--- config.mk ---
export PLATFORM = sky130hd
export DESIGN_NAME = med_alarm_queue_flat
export DESIGN_NICKNAME = d
export VERILOG_FILES = /design/src/rtl/med_alarm_queue_if.sv /design/src/rtl/med_alarm_queue.sv /design/src/flat_wrapper.sv
export SDC_FILE = /design/constraint.sdc
export NUM_CORES = 1
export LEC_CHECK = 0
export BUFFER_PORTS_ARGS = -buffer_cell sky130_fd_sc_hd__buf_4
export CAP_MARGIN = 20
export CORE_ASPECT_RATIO = 0.6
export CORE_MARGIN = 2
export CORE_UTILIZATION = 50
export CTS_BUF_LIST = sky130_fd_sc_hd__clkbuf_2
export DETAILED_ROUTE_END_ITERATION = 16
export GPL_TIMING_DRIVEN = 0
export PLACE_DENSITY = 0.71
export SETUP_SLACK_MARGIN = 0.15
export SLEW_MARGIN = 5
export SYNTH_ARGS = -nofsm -noshare
export SYNTH_HDL_FRONTEND = slang
export SYNTH_SLANG_ARGS = --single-unit
--- constraint.sdc ---
create_clock -name clk -period 2.5 [get_ports clk]
set_input_delay 0.75 -clock clk [delete_from_list [all_inputs] [get_ports clk]]
set_output_delay 0.75 -clock clk [all_outputs]
set_load 0.02 [all_outputs]
--- src/rtl/med_alarm_queue_if.sv ---
// Scheduler/user-facing bus of the medication alarm queue.
// The slave side is the queue itself; the master side drives due doses and the ack button.
interface med_alarm_queue_if #(
  parameter int unsigned DEPTH = 4
) ();
  localparam int unsigned PW = $clog2(DEPTH) + 1;

  logic          due_valid;
  logic [3:0]    due_idx;
  logic [7:0]    due_time;
  logic          ack;

  logic          alarm_active;
  logic          buzzer;
  logic [3:0]    cur_idx;
  logic [7:0]    cur_time;
  logic [PW-1:0] pending;
  logic [7:0]    taken_cnt;
  logic [7:0]    missed_cnt;
  logic          overflow;
  logic          log_valid;
  logic          log_taken;
  logic [3:0]    log_idx;
  logic [7:0]    log_time;

  modport master (
    output due_valid, due_idx, due_time, ack,
    input  alarm_active, buzzer, cur_idx, cur_time, pending,
           taken_cnt, missed_cnt, overflow,
           log_valid, log_taken, log_idx, log_time
  );

  modport slave (
    input  due_valid, due_idx, due_time, ack,
    output alarm_active, buzzer, cur_idx, cur_time, pending,
           taken_cnt, missed_cnt, overflow,
           log_valid, log_taken, log_idx, log_time
  );
endinterface

--- src/rtl/med_alarm_queue.sv ---
// Medication alarm queue: buffers due doses, rings one at a time until acknowledged
// or timed out, then reports the outcome to the logger and the taken/missed counters.
module med_alarm_queue #(
  parameter int unsigned DEPTH     = 4,
  parameter int unsigned TIMEOUT   = 200,
  parameter int unsigned BEEP_HALF = 8
) (
  input  logic            clk,
  input  logic            rst,
  med_alarm_queue_if.slave bus
);

  localparam int unsigned AW = $clog2(DEPTH);
  localparam int unsigned PW = AW + 1;
  localparam int unsigned TW = $clog2(TIMEOUT);
  localparam int unsigned BW = (BEEP_HALF > 1) ? $clog2(BEEP_HALF) : 1;
  localparam int unsigned EW = 12;

  localparam logic [1:0] S_IDLE = 2'd0;
  localparam logic [1:0] S_RING = 2'd1;
  localparam logic [1:0] S_LOG  = 2'd2;

  // FIFO storage and pointers
  logic [EW-1:0] mem [DEPTH];
  logic [AW-1:0] wr_ptr_q, rd_ptr_q;
  logic [PW-1:0] count_q;

  logic [1:0]    state_q, state_d;
  logic [TW-1:0] timer_q, timer_d;
  logic [BW-1:0] beep_cnt_q, beep_cnt_d;
  logic          ack_prev_q;

  logic          alarm_q, alarm_d;
  logic          buzzer_q, buzzer_d;
  logic [3:0]    cur_idx_q, cur_idx_d;
  logic [7:0]    cur_time_q, cur_time_d;
  logic [7:0]    taken_q, taken_d;
  logic [7:0]    missed_q, missed_d;
  logic          overflow_q, overflow_d;
  logic          log_valid_q, log_valid_d;
  logic          log_taken_q, log_taken_d;
  logic [3:0]    log_idx_q, log_idx_d;
  logic [7:0]    log_time_q, log_time_d;

  logic          full_c, empty_c, pop_c, push_c, drop_c;
  logic          ack_edge_c, timeout_c, missed_inc_c;
  logic [8:0]    missed_sum_c;
  logic [EW-1:0] head_c;

  assign full_c     = (count_q == PW'(DEPTH));
  assign empty_c    = (count_q == '0);
  assign pop_c      = (state_q == S_IDLE) && !empty_c;
  assign push_c     = bus.due_valid && (!full_c || pop_c);
  assign drop_c     = bus.due_valid && full_c && !pop_c;
  assign ack_edge_c = bus.ack && !ack_prev_q;
  assign timeout_c  = (timer_q == TW'(TIMEOUT - 1));
  assign head_c     = mem[rd_ptr_q];

  // FIFO payload array; contents are don't-care until written
  always_ff @(posedge clk) begin
    if (push_c) begin
      mem[wr_ptr_q] <= {bus.due_idx, bus.due_time};
    end
  end

  always_ff @(posedge clk) begin
    if (rst) begin
      wr_ptr_q <= '0;
      rd_ptr_q <= '0;
      count_q  <= '0;
    end else begin
      if (push_c) wr_ptr_q <= wr_ptr_q + AW'(1);
      if (pop_c)  rd_ptr_q <= rd_ptr_q + AW'(1);
      case ({push_c, pop_c})
        2'b10:   count_q <= count_q + PW'(1);
        2'b01:   count_q <= count_q - PW'(1);
        default: count_q <= count_q;
      endcase
    end
  end

  // Next-state and registered-output logic
  always_comb begin
    state_d      = state_q;
    timer_d      = timer_q;
    beep_cnt_d   = beep_cnt_q;
    alarm_d      = alarm_q;
    buzzer_d     = buzzer_q;
    cur_idx_d    = cur_idx_q;
    cur_time_d   = cur_time_q;
    taken_d      = taken_q;
    log_valid_d  = 1'b0;
    log_taken_d  = log_taken_q;
    log_idx_d    = log_idx_q;
    log_time_d   = log_time_q;
    missed_inc_c = 1'b0;

    case (state_q)
      S_IDLE: begin
        alarm_d  = 1'b0;
        buzzer_d = 1'b0;
        if (pop_c) begin
          cur_idx_d  = head_c[11:8];
          cur_time_d = head_c[7:0];
          timer_d    = '0;
          beep_cnt_d = '0;
          alarm_d    = 1'b1;
          buzzer_d   = 1'b1;
          state_d    = S_RING;
        end
      end
      S_RING: begin
        // An ack edge takes priority over a coincident timeout
        if (ack_edge_c || timeout_c) begin
          state_d     = S_LOG;
          alarm_d     = 1'b0;
          buzzer_d    = 1'b0;
          log_valid_d = 1'b1;
          log_taken_d = ack_edge_c;
          log_idx_d   = cur_idx_q;
          log_time_d  = cur_time_q;
        end else begin
          timer_d = timer_q + TW'(1);
          if (beep_cnt_q == BW'(BEEP_HALF - 1)) begin
            beep_cnt_d = '0;
            buzzer_d   = ~buzzer_q;
          end else begin
            beep_cnt_d = beep_cnt_q + BW'(1);
          end
        end
      end
      S_LOG: begin
        state_d = S_IDLE;
        if (log_taken_q) begin
          taken_d = (taken_q == 8'hFF) ? 8'hFF : taken_q + 8'd1;
        end else begin
          missed_inc_c = 1'b1;
        end
      end
      default: begin
        state_d  = S_IDLE;
        alarm_d  = 1'b0;
        buzzer_d = 1'b0;
      end
    endcase
  end

  // A timeout resolution and a FIFO drop may land together: add both, saturate once
  assign missed_sum_c = 9'(missed_q) + 9'(missed_inc_c) + 9'(drop_c);
  assign missed_d     = (missed_sum_c > 9'd255) ? 8'hFF : missed_sum_c[7:0];
  assign overflow_d   = overflow_q | drop_c;

  always_ff @(posedge clk) begin
    if (rst) begin
      state_q     <= S_IDLE;
      timer_q     <= '0;
      beep_cnt_q  <= '0;
      ack_prev_q  <= 1'b0;
      alarm_q     <= 1'b0;
      buzzer_q    <= 1'b0;
      cur_idx_q   <= '0;
      cur_time_q  <= '0;
      taken_q     <= '0;
      missed_q    <= '0;
      overflow_q  <= 1'b0;
      log_valid_q <= 1'b0;
      log_taken_q <= 1'b0;
      log_idx_q   <= '0;
      log_time_q  <= '0;
    end else begin
      state_q     <= state_d;
      timer_q     <= timer_d;
      beep_cnt_q  <= beep_cnt_d;
      ack_prev_q  <= bus.ack;
      alarm_q     <= alarm_d;
      buzzer_q    <= buzzer_d;
      cur_idx_q   <= cur_idx_d;
      cur_time_q  <= cur_time_d;
      taken_q     <= taken_d;
      missed_q    <= missed_d;
      overflow_q  <= overflow_d;
      log_valid_q <= log_valid_d;
      log_taken_q <= log_taken_d;
      log_idx_q   <= log_idx_d;
      log_time_q  <= log_time_d;
    end
  end

  assign bus.alarm_active = alarm_q;
  assign bus.buzzer       = buzzer_q;
  assign bus.cur_idx      = cur_idx_q;
  assign bus.cur_time     = cur_time_q;
  assign bus.pending      = count_q;
  assign bus.taken_cnt    = taken_q;
  assign bus.missed_cnt   = missed_q;
  assign bus.overflow     = overflow_q;
  assign bus.log_valid    = log_valid_q;
  assign bus.log_taken    = log_taken_q;
  assign bus.log_idx      = log_idx_q;
  assign bus.log_time     = log_time_q;

endmodule

--- src/flat_wrapper.sv ---
// flat-port wrapper written by rule: the top's interface ports become plain ports
module med_alarm_queue_flat 
#(
  parameter int unsigned DEPTH     = 4,
  parameter int unsigned TIMEOUT   = 200,
  parameter int unsigned BEEP_HALF = 8
)
  (clk, rst, bus_due_valid, bus_due_idx, bus_due_time, bus_ack, bus_alarm_active, bus_buzzer, bus_cur_idx, bus_cur_time, bus_pending, bus_taken_cnt, bus_missed_cnt, bus_overflow, bus_log_valid, bus_log_taken, bus_log_idx, bus_log_time);
  med_alarm_queue_if #(.DEPTH(DEPTH)) bus_i ();
  input  logic clk;
  input  logic rst;
  input wire logic [$bits(bus_i.due_valid)-1:0] bus_due_valid;
  input wire logic [$bits(bus_i.due_idx)-1:0] bus_due_idx;
  input wire logic [$bits(bus_i.due_time)-1:0] bus_due_time;
  input wire logic [$bits(bus_i.ack)-1:0] bus_ack;
  output wire logic [$bits(bus_i.alarm_active)-1:0] bus_alarm_active;
  output wire logic [$bits(bus_i.buzzer)-1:0] bus_buzzer;
  output wire logic [$bits(bus_i.cur_idx)-1:0] bus_cur_idx;
  output wire logic [$bits(bus_i.cur_time)-1:0] bus_cur_time;
  output wire logic [$bits(bus_i.pending)-1:0] bus_pending;
  output wire logic [$bits(bus_i.taken_cnt)-1:0] bus_taken_cnt;
  output wire logic [$bits(bus_i.missed_cnt)-1:0] bus_missed_cnt;
  output wire logic [$bits(bus_i.overflow)-1:0] bus_overflow;
  output wire logic [$bits(bus_i.log_valid)-1:0] bus_log_valid;
  output wire logic [$bits(bus_i.log_taken)-1:0] bus_log_taken;
  output wire logic [$bits(bus_i.log_idx)-1:0] bus_log_idx;
  output wire logic [$bits(bus_i.log_time)-1:0] bus_log_time;
  assign bus_i.due_valid = bus_due_valid;
  assign bus_i.due_idx = bus_due_idx;
  assign bus_i.due_time = bus_due_time;
  assign bus_i.ack = bus_ack;
  assign bus_alarm_active = bus_i.alarm_active;
  assign bus_buzzer = bus_i.buzzer;
  assign bus_cur_idx = bus_i.cur_idx;
  assign bus_cur_time = bus_i.cur_time;
  assign bus_pending = bus_i.pending;
  assign bus_taken_cnt = bus_i.taken_cnt;
  assign bus_missed_cnt = bus_i.missed_cnt;
  assign bus_overflow = bus_i.overflow;
  assign bus_log_valid = bus_i.log_valid;
  assign bus_log_taken = bus_i.log_taken;
  assign bus_log_idx = bus_i.log_idx;
  assign bus_log_time = bus_i.log_time;
  med_alarm_queue #(.DEPTH(DEPTH), .TIMEOUT(TIMEOUT), .BEEP_HALF(BEEP_HALF)) u_core (.clk(clk), .rst(rst), .bus(bus_i));
endmodule
# Yosys cells after proc, flatten, opt, wreduce, memory -nomap -nowiden
# Memories as Yosys holds them, arrays and structs flattened. A register that Yosys moved wholly into a read port is not among the register bits.
# Index checks and enable logic that the tools add are counted.
[word_totals]
memories = 1
output_inout_bits = 48
ramBits = 48
reg_bits = 54
[mem_list]
columns = ["memory", "words", "word_bits", "rd", "rd_ports_with_merged_regs", "wr", "line_no", "text"]
rows = [
  ["u_core.mem", 4, 12, 1, 1, 1, "med_alarm_queue.sv:24", "logic [EW-1:0] mem [DEPTH];"],
]
[classes]
n_reduce_logical = 23
bitwise = 4
muxes = 24
n_addsub = 9
order_cmp = 1
eq_ne = 12
[ops]
columns = ["cell", "n"]
rows = [
  ["$mux W8", 4],
  ["$add A8 B1 Y8 const B", 2],
  ["$eq A8 B8 Y1 const B", 2],
  ["$pmux W8 S2", 1],
  ["$pmux W3 S2", 2],
  ["$reduce_and A2 Y1", 6],
  ["$add A8 B1 Y9", 1],
  ["$add A9 B1 Y9", 1],
  ["$gt A9 B8 Y1 const B", 1],
  ["$mux W1", 9],
  ["$mux W3", 3],
  ["$add A3 B1 Y3 const B", 2],
  ["$eq A3 B3 Y1 const B", 2],
  ["$pmux W1 S3", 2],
  ["$logic_and A1 B1 Y1", 5],
  ["$add A2 B1 Y2 const B", 2],
  ["$eq A2 B1 Y1 const B", 2],
  ["$eq A2 B2 Y1 const B", 2],
  ["$logic_not A1 Y1", 4],
  ["$mux W2", 2],
  ["$ne A2 B1 Y1 const B", 2],
  ["$pmux W2 S2", 1],
  ["$reduce_bool A2 Y1", 2],
  ["$logic_not A3 Y1", 1],
  ["9 further kinds", 12],
]

# Longest topological paths before layout
# Gate-level depths: netlist of the first run.
[depth]
word_depth = 8
mapped_depth = 10
ltp_nobuf = 10

# Worst setup path before layout of the first run
# No wires, ideal clock.
[synth_timing]
path_kind = "register to register"
start = "register u_core.count_q[0] (netlist: u_core.bus.pending[0])"
end = "register u_core.count_q[2] (netlist: u_core.bus.pending[2])"
setup_slack_ps = 153
arrival_time_ps = 2277
t_required_ps = 2430
stages_incl_launch_ff = 11
synth_period_minus_slack_ps = 2347
setup_ps = 70
n_path_buf = 1
path_cell_list = "dfxtp_1 > or3_1 > nand2_2 > inv_2 > buf_2 > ha_1 > inv_1 > fa_1 > xor2_1 > or3_1 > a21oi_1"
[synth_via]
elab_chain_cells = 7
[synth_rtl]
columns = ["item", "line_no", "text"]
rows = [
  ["start: declaration", "med_alarm_queue.sv:26", "logic [PW-1:0] count_q;"],
  ["start signal: assignment", "med_alarm_queue.sv:75", "2'b10: count_q <= count_q + PW'(1);"],
  ["start signal: assignment", "med_alarm_queue.sv:76", "2'b01: count_q <= count_q - PW'(1);"],
  ["start signal: assignment", "med_alarm_queue.sv:77", "default: count_q <= count_q;"],
  ["$logic_not A3 Y1", "med_alarm_queue.sv:51", "assign empty_c = (count_q == '0);"],
  ["$logic_not A1 Y1", "med_alarm_queue.sv:52", "assign pop_c = (state_q == S_IDLE) && !empty_c;"],
  ["$logic_and A1 B1 Y1", "med_alarm_queue.sv:52", ""],
  ["$logic_or A1 B1 Y1", "med_alarm_queue.sv:53", "assign push_c = bus.due_valid && (!full_c || pop_c);"],
  ["$logic_and A1 B1 Y1", "med_alarm_queue.sv:53", ""],
  ["$eq A2 B1 Y1 / $eq A2 B2 Y1 (equally long branches)", "med_alarm_queue.sv:74", "case ({push_c, pop_c})"],
  ["$pmux W3 S2 / $reduce_bool A2 Y1 (equally long branches)", "-", ""],
]
# Parallel ways exist; a longest one is shown, timed or not.
# A chain may end at the register's enable or synchronous reset.

# Final worst setup path of the first run
[layout_timing]
start = "register u_core.state_q[1]"
end = "register u_core.count_q[2] (netlist: u_core.bus.pending[2])"
[layout_via]
elab_chain_cells = 6
[layout_rtl]
columns = ["item", "line_no", "text"]
rows = [
  ["start: declaration", "med_alarm_queue.sv:28", "logic [1:0] state_q, state_d;"],
  ["start signal: assignment", "med_alarm_queue.sv:171", "state_q <= state_d;"],
  ["$logic_not A2 Y1 *", "med_alarm_queue.sv:52", ""],
  ["$logic_and A1 B1 Y1 *", "med_alarm_queue.sv:52", ""],
  ["$logic_or A1 B1 Y1", "med_alarm_queue.sv:53", ""],
  ["$logic_and A1 B1 Y1", "med_alarm_queue.sv:53", ""],
  ["$eq A2 B1 Y1 / $eq A2 B2 Y1 (equally long branches)", "med_alarm_queue.sv:74", ""],
  ["$pmux W3 S2 / $reduce_bool A2 Y1 (equally long branches)", "-", ""],
]
# Every way passes the cells marked *; elsewhere a longest branch is shown, timed or not.

==> out/results.tsv, run 1 <==
metric	value	unit
clk_latency	0.66	ns
die_w	128	um
wl_per_cell	17.0	um
reg2reg_from	u_core.state_q[1]	
layout-drive-gt1-share	26.8	%
synth-seq-cells	114	
maxSlewViolCount	0	
period_needed	2.26	ns
grt_pass1_wl	16700	um
synth_flop_cell	dfxtp_1	
fmax	443	MHz
hp-start	bus_due_time[3]	
worst_pin_slew	0.676	ns
finalSetupViolations	0	
worst_path_max_delay_cell	dfxtp_4	
fin_nets	507	
ant_nets	0	
period_share	90.2	%
cts-root-buf	clkbuf_2	
avgSynthCellArea	11.6	um^2
setup_ws	0.244	ns
leakage	2.07	nW
place.port_buffers	63	
layout.cells.non_filler	608	
area_growth_syn_to_layout	20.5	%
skew	0.0204	ns
die_area	10000	um^2
place_area	5230	um^2
cp_max_fo	10	
finalPower	5.20	mW
overflow	0	
cp.required	3.08	ns
core_area	9050	um^2
wl	10300	um
startpoint_type	flop	
die_h	78.4	um
start_util	50.9	%
syn-num-nets	424	
antenna-diode-count	0	
hold_viol_final	0	
htree_levels	4	
power.density	936	nW/um^2
n_fill_cell	765	
peakVddDrop	0.434	mV
syn_area	4610	um^2
drt-initial-drc-count	330	
crit_type	reg2reg	
drc	0	
dp.cells	575	
clock_tree.buffer_depth	2	
ys_seq_area_share	60.0	%
async_reset_ff_share	0	%
outcome	finished, final reports clean	
dp_slack	-0.161	ns
design_area	5550	um^2
yosys.cell_types.count	48	
yosysWarnings	0	
multi_input_area	1730	um^2
grt_pass1_vias	3201	
grt_start_max_net_pins	17	
synth_edf_count	48	
first_pass_iters	5	
crit_arrival	2.84	ns
grt_usage	22.2	%
crit_chain	nor2_4 > nand2_4 > inv_6 > buf_6 > ha_1 > inv_1 > fa_1 > xor2_1 > or3_1 > a21oi_1	
dp_hpwl	7270	um
maxSlewHeadroom	55.0	%
maxCapViolCount	0	
hp-class	in2reg	
syn_inst	396	
cts-buffers-inserted	17	
num_vias	3436	
startpoint	u_core.state_q[1]	
fin_hold_ws	0.282	ns
path_clk_slew	0.17	ns
num_io_pins	64	
cp-end-kind	flop	
cts_tree	done	
gp_congestion	0.846	
rsz0062_at_grt	yes	
cts_hold_buf	0	
clock-sinks	114	
via_per_inst	5.65	
cp_slowest_stage_delay	0.40	ns
regArea	2780	um^2
num_rows	27	
antenna_found_initial	0	
flip-flops by register name (all words and copies together) (netlist names), 4 cells and up:
register,flops
u_core.bus.missed_cnt,8
u_core.timer_q,8
u_core.bus.taken_cnt,8
u_core.bus.cur_time,8
u_core.bus.log_idx,4
u_core.bus.log_time,8
u_core.mem,48
u_core.bus.cur_idx,4
logic make-up after synthesis:
family | synth area share [%]
AND/OR/NAND/NOR | 14.0
AO/OA/AOI/OAI | 10.4
multiplexers | 6.30
adder cells (fa/ha/maj) | 3.58
flip-flops | 60.0
XOR/XNOR | 2.66
buffers and inverters | 3.10
what timing repair did:
action                                  CTS  global route
pin swaps                                 0             2
setup buffers                             0             1
gates resized for setup                  14             9
endpoints found under the hold margin     0             0
endpoints found under the setup margin    2             2
Yosys cell counts, types with 5 or more instances:
library cell / number / area (um^2)
dfxtp_1: 66 / 1320
edfxtp_1: 48 / 1440
a21oi_1: 42 / 210
nand2_1: 32 / 120
o21ai_0: 25 / 125
nand3_1: 23 / 115
nor2_1: 17 / 63.8
mux4_2: 12 / 270
inv_1: 11 / 41.3
ha_1: 10 / 125
clkbuf_1: 8 / 30.0
xnor2_1: 7 / 61.3
xor2_1: 7 / 61.3
buf_2: 6 / 30.0
nor2b_1: 6 / 37.5
nor3_1: 6 / 30.0
a31oi_1: 5 / 31.3
and2_1: 5 / 31.3
per-layer routing:
layer,track usage [%],vias up,share of wire (%)
met3,7.16,7,7.0
met2,30.6,116,44
met4,7.03,0,0.70
met1,33.1,1692,49
met5,0,-,0
li1,-,1621,-
worst paths after layout:
kind / endpoint / slack, ns / cells past startpoint
setup / recovery: u_core.bus.pending[2] / 0.24 / 10
hold / removal: u_core.mem[0][3] / 0.28 / 1
setup reg to reg: u_core.bus.pending[2] / 0.24 / 10
hold reg to reg: u_core.bus.overflow / 0.46 / 2
stage by stage:
step | setup TNS, ns | utilization [%]
floorplan | 0 | -
global placement | -0.100 | 57.7
detailed placement | -0.161 | 57.7
CTS | 0 | 61.0
global route | 0 | 61.3
finish | 0 | 61.3
layout make-up:
cell class,instances,share of cell area [%]
flip-flops and latches,114,50.1
multi-input cells,250,31.2
repair buffers,64,8.65
clock inverters,14,3.04
well taps,116,2.61
plain buffers,20,1.87
clock buffers,18,1.62
inverters,12,0.902
critical path: cells and delay by family, from the launching register on:
family / cells / cell delay [ns]
compound gates: 1 / 0.14
xor+xnor: 1 / 0.16
fa+ha+maj: 2 / 0.57
buf+inv: 3 / 0.32
flops: 1 / 0.40
simple gates: 3 / 0.59
cells in the final DEF (no fill, tap or decap), types with 2 or more instances in the layout:
cell type,count
buf_4,68
dfxtp_1,61
edfxtp_1,48
a21oi_1,42
nand2_1,32
o21ai_0,25
nand3_1,23
clkbuf_2,18
nor2_1,16
mux4_2,12
inv_1,10
ha_1,9
clkbuf_1,8
xnor2_1,7
xor2_1,7
nor2b_1,6
clkinv_2,6
and2_1,5
buf_2,5
nor3_1,5
a31oi_1,5
dfxtp_4,5
nand2b_1,4
and3_1,4
nor4_1,4
o211ai_1,4
nand4_1,4
bufinv_16,4
or3_1,3
a211oi_1,3
clkinv_1,3
nand4b_1,2
buf_1,2
mux2i_1,2
and4b_1,2
or4_1,2
fa_1,2
report_power, final:
group          switching (mW)  internal [mW]
logic                   0.891          0.618
registers               0.180           2.18
clock network           0.688          0.641
total                    1.76           3.44
No activity file was read; power rests on OpenSTA's default activity.
==> inputs of run 2 (changes only) <==
Settings changed: REMOVE_ABC_BUFFERS set to 1.
==> out/results.tsv, run 2 (synthesized netlist as in run 1, its figures left out) <==
metric	value	unit	change
path_clk_slew	0.16	ns	was 0.17 ns
antenna_found_initial	0		unchanged
startpoint_type	flop		unchanged
core_area	9050	um^2	unchanged
hold_viol_final	0		unchanged
mostFrequentLayoutCell	buf_4		unchanged
die_h	78.4	um	unchanged
path_buf_inv	2		was 3
overflow	0		unchanged
ant_nets	0		unchanged
setup_tns	0	ns	unchanged
cts-buffers-inserted	17		unchanged
grt_usage	20.2	%	was 22.2%
layout_common_cells	buf_4, dfxtp_1, edfxtp_1, a21oi_1, nand2_1		unchanged
area_growth_syn_to_layout	16.3	%	was 20.5%
outcome	finished, final reports clean		unchanged
start_util	50.9	%	unchanged
first_pass_iters	4		was 5
multi_input_area	1720	um^2	was 1730 um^2
via_per_inst	5.50		was 5.65
grt_start_max_net_pins	59		was 17
hp-class	in2reg		unchanged
dp_hpwl	6250	um	was 7270 um
layout.cells.non_filler	589		was 608
cts-root-buf	clkbuf_2		unchanged
num_vias	3239		was 3,436
period_share	89.2	%	was 90.2%
wl_per_cell	16.1	um	was 17.0 um
die_area	10000	um^2	unchanged
fin_nets	488		was 507
clock-sinks	114		unchanged
n_fill_cell	754		was 765
finalSetupViolations	0		unchanged
worst_path_max_delay_cell	dfxtp_4		unchanged
cp_top_family	simple AND/OR/NAND/NOR gates		unchanged
cp-end-kind	flop		unchanged
clk_latency	0.65	ns	was 0.66 ns
die_w	128	um	unchanged
period_needed	2.23	ns	was 2.26 ns
num_rows	27		unchanged
cp_max_fo	19		was 10
largest_reg_flops	48		unchanged
crit_chain	nor2_2 > nand2_4 > inv_8 > ha_1 > inv_1 > fa_1 > xor2_1 > or3_1 > a21oi_1		was nor2_4 > nand2_4 > inv_6 > buf_6 > ha_1 > inv_1 > fa_1 > xor2_1 > or3_1 > a21oi_1
gp_congestion	0.829		was 0.846
place.port_buffers	63		unchanged
leakage	1.99	nW	was 2.07 nW
crit_type	reg2reg		unchanged
layout-drive-gt1-share	25.2	%	was 26.8%
hp-start	bus_due_time[6]		was bus_due_time[3]
peakVddDrop	0.437	mV	was 0.434 mV
crit_arrival	2.80	ns	was 2.84 ns
dp.cells	556		was 575
grt_pass1_vias	3124		was 3,201
regArea	2770	um^2	was 2780 um^2
clock_tree.buffer_depth	2		unchanged
grt_pass1_wl	15500	um	was 16,700 um
skew	0.0236	ns	was 0.0204 ns
startpoint	u_core.state_q[0]		was u_core.state_q[1]
cp_slowest_stage_delay	0.39	ns	was 0.40 ns
maxSlewHeadroom	30.5	%	was 55.0%
maxSlewViolCount	0		unchanged
rsz0062_at_grt	no		was yes
maxCapViolCount	0		unchanged
antenna-diode-count	0		unchanged
htree_levels	4		unchanged
fmax	448	MHz	was 443 MHz
worst_pin_slew	1.04	ns	was 0.676 ns
cts_tree	done		unchanged
top_register	u_core.mem		unchanged
reg2reg_from	u_core.state_q[0]		was u_core.state_q[1]
drc	0		unchanged
power.density	883	nW/um^2	was 936 nW/um^2
wl	9490	um	was 10,300 um
cp.required	3.07	ns	was 3.08 ns
drt-initial-drc-count	173		was 330
cts_hold_buf	0		unchanged
num_io_pins	64		unchanged
## run 2: final timing paths
path                      endpoint  slack, ns  cells past startpoint
max          u_core.bus.pending[2]       0.27                      9
min               u_core.mem[0][6]       0.29                      1
max reg2reg  u_core.bus.pending[2]       0.27                      9
min reg2reg    u_core.bus.overflow       0.46                      2
## run 2: routing by layer
layer | up-vias | GRT usage [%] | share of wire (%)
met5 | - | 0 | 0
met3 | 11 | 6.34 | 6.3
met1 | 1545 | 28.7 | 48
met4 | 0 | 7.91 | 1.4
met2 | 96 | 28.9 | 44
li1 | 1587 | - | -
## run 2: metrics by stage
stage | cell area, um^2 | hold WS [ns] | power, mW | setup WS (ns) | util, %
global route | 5360 | 0.213 | 5.00 | 0.153 | 59.2
CTS | 5350 | 0.219 | 4.76 | 0.179 | 59.0
detailed placement | 5140 | 0.443 | 3.72 | -0.227 | 56.8
global placement | 5130 | 0.437 | 3.69 | -0.240 | 56.6
finish | 5360 | 0.288 | 4.73 | 0.270 | 59.2
floorplan | 4510 | 0.471 | 3.20 | 0.159 | -
## run 2: what timing repair did
| action | 4_1_cts | 5_1_grt |
|---|---|---|
| buffers inserted | 1 | 0 |
| gates resized for setup | 8 | 7 |
| endpoints found under the setup margin | 2 | 9 |
## run 2: cell type report
type | count | share of cell area [%]
clock buffer | 22 | 2.05
timing repair buffer | 65 | 9.18
inverter | 12 | 0.981
tap | 116 | 2.71
sequential | 114 | 51.8
multi-input combinational | 250 | 32.0
clock inverter | 10 | 1.31
## run 2: report_power, final
group | total [mW] | internal (mW) | switching, mW
Clock | 0.989 | 0.357 | 0.632
Sequential | 2.39 | 2.17 | 0.220
Combinational | 1.35 | 0.551 | 0.800
Total | 4.73 | 3.08 | 1.65
## run 2: worst register-to-register path, cell delays in order, from the launching register on
cell     delay (ns)
dfxtp_4        0.39
nor2_2         0.23
nand2_4        0.22
inv_8          0.11
ha_1           0.17
inv_1          0.06
fa_1           0.37
xor2_1         0.16
or3_1          0.30
a21oi_1        0.14
